**config.mk**
```make
export PLATFORM = sky130hd
export DESIGN_NAME = credit_rx_fifo
export DESIGN_NICKNAME = d
export VERILOG_FILES = /design/src/rtl/credit_rx_fifo.sv
export SDC_FILE = /design/constraint.sdc
export NUM_CORES = 1
export LEC_CHECK = 0
export CORE_MARGIN = 3
export CORE_UTILIZATION = 55
export DETAILED_ROUTE_END_ITERATION = 7
export PLACE_DENSITY = 0.8
export SYNTH_ARGS = -nofsm -noshare
export SYNTH_HDL_FRONTEND = slang
export SYNTH_SLANG_ARGS = --single-unit
```
**constraint.sdc**
```tcl
create_clock -name clk_i -period 8.5 [get_ports clk_i]
set_input_delay 1.7 -clock clk_i [delete_from_list [all_inputs] [get_ports clk_i]]
set_output_delay 1.7 -clock clk_i [all_outputs]
set_load 0.02 [all_outputs]
```
**src/rtl/credit_rx_fifo.sv**
```systemverilog
// Purpose  : credit-based receive endpoint; link words land in a DEPTH-entry FIFO, one yummy returned per pop.
// Latency  : a word pushed at edge N is at the head from cycle N+1 (no data_i->data_o bypass); yummy_o one cycle after the pop.
// Backpres.: the sender is throttled by credits only; a word arriving while full is dropped and flagged in overflow_o.
//
// Ports
//   clk_i        clock, all state updates on posedge
//   rstn_i       asynchronous active-low reset
//   valid_i      link word present this cycle
//   data_i       link payload, sampled when valid_i=1
//   yummy_o      credit return, one pulse per word popped
//   valid_o      FIFO head valid
//   data_o       FIFO head word (zero when empty)
//   ready_i      consumer accepts the head this cycle
//   count_o      current occupancy, 0..DEPTH
//   free_o       DEPTH - count_o
//   overflow_o   sticky: a word arrived while the FIFO was full
//   clear_err_i  synchronous clear of overflow_o (a same-cycle drop wins)

// Generic circular buffer: storage, wrap-around pointers and occupancy.
// Caller guarantees push_i only when not full and pop_i only when not empty.
module credit_rx_fifo_buf #(
    parameter  int DATA_W = 64,
    parameter  int DEPTH  = 4,
    localparam int CNT_W  = $clog2(DEPTH + 1)
) (
    input  logic              clk_i,
    input  logic              rstn_i,
    input  logic              push_i,
    input  logic [DATA_W-1:0] wr_dat_i,
    input  logic              pop_i,
    output logic [DATA_W-1:0] rd_dat_o,
    output logic [CNT_W-1:0]  count_o,
    output logic              empty_o,
    output logic              full_o
);

    // A single-entry buffer still needs a one-bit pointer to index storage.
    localparam int                PTR_W = (DEPTH > 1) ? $clog2(DEPTH) : 1;
    localparam logic [PTR_W-1:0]  LAST  = PTR_W'(DEPTH - 1);
    localparam logic [CNT_W-1:0]  FULL  = CNT_W'(DEPTH);

    logic [DATA_W-1:0] mem_q [DEPTH];
    logic [PTR_W-1:0]  wr_ptr_q, wr_ptr_d;
    logic [PTR_W-1:0]  rd_ptr_q, rd_ptr_d;
    logic [CNT_W-1:0]  count_q, count_d;

    // DEPTH need not be a power of two, so wrap by compare rather than
    // letting the pointer overflow its bit width.
    function automatic logic [PTR_W-1:0] ptr_inc(input logic [PTR_W-1:0] p);
        logic [PTR_W-1:0] n;
        if (p == LAST) begin
            n = '0;
        end else begin
            n = p + PTR_W'(1);
        end
        return n;
    endfunction

    always_comb begin
        wr_ptr_d = wr_ptr_q;
        rd_ptr_d = rd_ptr_q;
        count_d  = count_q;
        if (push_i) begin
            wr_ptr_d = ptr_inc(wr_ptr_q);
        end
        if (pop_i) begin
            rd_ptr_d = ptr_inc(rd_ptr_q);
        end
        // Push and pop together leave the occupancy unchanged.
        unique case ({push_i, pop_i})
            2'b10:   count_d = count_q + CNT_W'(1);
            2'b01:   count_d = count_q - CNT_W'(1);
            default: count_d = count_q;
        endcase
    end

    always_ff @(posedge clk_i or negedge rstn_i) begin
        if (!rstn_i) begin
            wr_ptr_q <= '0;
            rd_ptr_q <= '0;
            count_q  <= '0;
        end else begin
            wr_ptr_q <= wr_ptr_d;
            rd_ptr_q <= rd_ptr_d;
            count_q  <= count_d;
        end
    end

    // Storage carries no reset; stale entries are never visible because
    // the read side is gated by occupancy in the parent.
    always_ff @(posedge clk_i) begin
        if (push_i) begin
            mem_q[wr_ptr_q] <= wr_dat_i;
        end
    end

    assign rd_dat_o = mem_q[rd_ptr_q];
    assign count_o  = count_q;
    assign empty_o  = (count_q == '0);
    assign full_o   = (count_q == FULL);

endmodule

// Receive endpoint: credit-protocol front end around the circular buffer.
module credit_rx_fifo #(
    parameter  int DATA_W = 64,
    parameter  int DEPTH  = 4,
    localparam int CNT_W  = $clog2(DEPTH + 1)
) (
    input  logic              clk_i,
    input  logic              rstn_i,
    input  logic              valid_i,
    input  logic [DATA_W-1:0] data_i,
    output logic              yummy_o,
    output logic              valid_o,
    output logic [DATA_W-1:0] data_o,
    input  logic              ready_i,
    output logic [CNT_W-1:0]  count_o,
    output logic [CNT_W-1:0]  free_o,
    output logic              overflow_o,
    input  logic              clear_err_i
);

    localparam logic [CNT_W-1:0] FULL = CNT_W'(DEPTH);

    logic              push;
    logic              drop;
    logic              pop;
    logic              buf_empty;
    logic              buf_full;
    logic [DATA_W-1:0] buf_rd_dat;
    logic [CNT_W-1:0]  buf_count;

    logic              yummy_q, yummy_d;
    logic              overflow_q, overflow_d;

    // Fullness is judged on the registered occupancy only: a pop in the
    // same cycle does not open a slot, since its credit has not yet been
    // returned and a well-behaved sender cannot be using it.
    assign push = valid_i & ~buf_full;
    assign drop = valid_i &  buf_full;
    assign pop  = valid_o &  ready_i;

    credit_rx_fifo_buf #(
        .DATA_W (DATA_W),
        .DEPTH  (DEPTH)
    ) u_buf (
        .clk_i    (clk_i),
        .rstn_i   (rstn_i),
        .push_i   (push),
        .wr_dat_i (data_i),
        .pop_i    (pop),
        .rd_dat_o (buf_rd_dat),
        .count_o  (buf_count),
        .empty_o  (buf_empty),
        .full_o   (buf_full)
    );

    always_comb begin
        // One credit per popped word, registered; consecutive pops give
        // consecutive pulses with no merging.
        yummy_d    = pop;
        overflow_d = overflow_q;
        if (clear_err_i) begin
            overflow_d = 1'b0;
        end
        // A drop in the same cycle as a clear keeps the flag set.
        if (drop) begin
            overflow_d = 1'b1;
        end
    end

    always_ff @(posedge clk_i or negedge rstn_i) begin
        if (!rstn_i) begin
            yummy_q    <= 1'b0;
            overflow_q <= 1'b0;
        end else begin
            yummy_q    <= yummy_d;
            overflow_q <= overflow_d;
        end
    end

    // Head is first-word-fall-through from registered state; the data
    // bus is forced to zero while empty so unreset storage never leaks.
    assign valid_o    = ~buf_empty;
    assign data_o     = valid_o ? buf_rd_dat : '0;
    assign count_o    = buf_count;
    assign free_o     = FULL - buf_count;
    assign yummy_o    = yummy_q;
    assign overflow_o = overflow_q;

endmodule

```
==> impl_metrics.tcl <==
set metrics [dict create \
    drt-total-wl_um 18900 \
    crit_path_start "u_buf.rd_ptr_q[0]" \
    yosysTopAreaCell "edfxtp_1" \
    r2r-start "u_buf.count_o[0]" \
    setup_tns_ps 0 \
    gp_congestion 0.7329 \
    fp.dieH_um 142.1 \
    max-vdd-ir-drop_mv 0.3366 \
    overflow 0 \
    cts_num_sinks 265 \
    synth.cells.most_frequent "edfxtp_1, and2_1, mux4_2" \
    finalCritPeriodShare_pct 59.98 \
    core_um2 18090 \
    cts_max_level 1 \
    worst_pin_slew_ps 1048 \
    grt_pass1_vias 5490 \
    postRouteAntennaNets 0 \
    synthArstFlopShare_pct 3.396 \
    start_util_pct 56.37 \
    finalHoldViolCount 0 \
    io_pins 142 \
    design_area_um2 12680 \
    fmax_mhz 196.1 \
    yosysWarnings 0 \
    final_util_pct 70.09 \
    worstPathRequired_ps 6800 \
    max_stage_delay_ps 860 \
    rsz0062_at_grt "no" \
    endpoint_kind "primary output" \
    hold_path_depth 1 \
    crit_type "reg -> out" \
    post_drt_via_cell_ratio 5.691 \
    nets 684 \
    cts_tree "yes" \
    p_per_area_nw_per_um2 384.5 \
    track_usage_pct 19.12 \
    cts.path.max_buffers 3 \
    post-route-min-period_ps 5099 \
    placed_area_um2 11780 \
    postCtsSetupRepairBufs 0 \
    antenna_found_initial 1 \
    yosysTopAreaCellShare_pct 75.41 \
    maxUsedRoutingLayer "met5" \
    cts-buffers-inserted 26 \
    die-area_um2 20210 \
    fill_cells 1100 \
    setup_viol 0 \
    regArea_um2 7920 \
    ys.flop_type "edfxtp_1" \
    seq_area_frac_synth_pct 77.61 \
    netlist_instances 458 \
    hp-class "reg -> reg" \
    path_cells "buf_4, mux4_2, and2_1, clkdlybuf4s50_1" \
    synth.area.top_cells "edfxtp_1, mux4_2, and2_1, dfrtp_1, ha_1" \
    arrival_ps 3400 \
    met2_length_um 9432 \
    firstDrtPassIters 4 \
    relSlewSlack_pct 30.02 \
    synth_edf_count 256 \
    finClkSkew_ps 20.35 \
    ys_ff_latch 265 \
    initialDrtViolationCount 334 \
    drive_above_1_share_pct 18.08 \
    cts_root_buf "clkbuf_16" \
    grt_first_pass_wirelength_um 29920 \
    crit_path_end "data_o[44]" \
    clkTransAtPathRegs_ps 60 \
    status "completed" \
    cpMaxStageDelayCell "dfrtp_4" \
    post-synth-top-count-cell "edfxtp_1" \
    r2r.worst_path.cells 5 \
    dp_hpwl_um 10570 \
    maxSlewViolCount 0 \
    maxCapViolations 0 \
    syn2layout_area_growth_pct 24.34 \
    grt_max_degree 67 \
    clk_latency_ps 520 \
    wl_met3_um 1139 \
    cts_resized 0 \
    synth_area_per_cell_um2 22.26 \
    wire_per_inst_um 22.13 \
    cts.hold.buffers_added 0 \
    cp_max_fo 34 \
    drc 0 \
    num_rows 49 \
    synth.distinct_cells 18 \
    num_antenna_cells 0 \
    crit_path_start_kind "flip-flop" \
    p_leak_uw 0.004155 \
    io_buffers 141 \
    multiInputGateArea_um2 2117 \
    syn-num-nets 537 \
    met1_length_um 7898 \
    vias 4860 \
    synth_area_um2 10190 \
    die_w_um 142.1 \
    rrSetupSlack_ps 5660 \
    timing.rr.end "u_buf.mem_q[0][32]" \
]
[cell usage in the layout, fill, tap and decap left out, drive strengths merged]
master           n
edfxtp         256
clkdlybuf4s50  141
and2            68
mux4            64
clkbuf          30
inv             10
clkinv          10
ha               9
dfrtp            9
nand2            4
o21ai            4
bufinv           4
clkinvlp         4
nor2             3
nor2b            2
xnor2            2
mux2             2
xor2             1
fa               1
buf              1
[cell type report]
cell class	instances	share of cell area, %
clock inverters	18	1.569
inverters	10	0.2961
multi-input cells	160	16.70
flip-flops and latches	265	62.48
clock buffers	30	5.498
repair buffers	142	11.19
well taps	229	2.260
[worst max-delay path, delay by kind of cell (launching register included)]
kind                   cells  cell delay [ps]
flip-flops                 1              860
buffers and inverters      2             1210
multiplexers               1              600
AND/OR/NAND/NOR            1              190
[cell families (layout without fill, tap and decap cells)]
family,after synthesis,count (layout),synth area share (%)
multiplexers,66,66,14.36
buffers and inverters,33,200,1.718
AO/OA/AOI/OAI,4,4,0.1964
AND/OR/NAND/NOR,77,77,4.553
flip-flops,265,265,77.61
XOR/XNOR,3,3,0.2578
adder cells (fa/ha/maj),10,10,1.301
[metrics by stage]
step | hold slack, ps | setup WS (ps) | power [uW] | instances
final | 523.3 | 3401 | 4874 | 854
after global routing | 548.3 | 3119 | 5102 | 854
after CTS | 529.1 | 3274 | 4941 | 854
after detailed placement | 512.8 | 3828 | 3754 | 806
after global placement | 505.4 | 3859 | 3707 | 806
after floorplan | 564.0 | 4500 | 2987 | 458
[routing by layer]
layer | GRT usage, % | vias to the layer above
met4 | 5.101 | 2
met5 | 0 | -
met2 | 32.07 | 163
met1 | 26.03 | 2526
li1 | - | 2134
met3 | 4.066 | 35
[sequential cells by signal (all words and copies together) (netlist names)]
signal	count
u_buf.mem_q	256
u_buf.count_o	3
u_buf.rd_ptr_q	2
u_buf.wr_ptr_q	2
overflow_o	1
yummy_o	1
[worst min path at each step]
stage	from	slack [ps]	end
finish	u_buf.count_o[0]	520	u_buf.count_o[0]
global route	u_buf.count_o[0]	550	u_buf.count_o[0]
CTS	u_buf.count_o[0]	530	u_buf.count_o[0]
detailed placement	u_buf.count_o[0]	510	u_buf.count_o[0]
global placement	u_buf.count_o[1]	510	u_buf.count_o[1]
floorplan	u_buf.wr_ptr_q[0]	560	u_buf.wr_ptr_q[0]
[where the power goes]
group	internal, uW	total [uW]	switching [uW]
Sequential	1720	1890	174
Clock	709	1170	464
Combinational	936	1810	871
Total	3370	4870	1510
(Power assumes the default switching activity.)
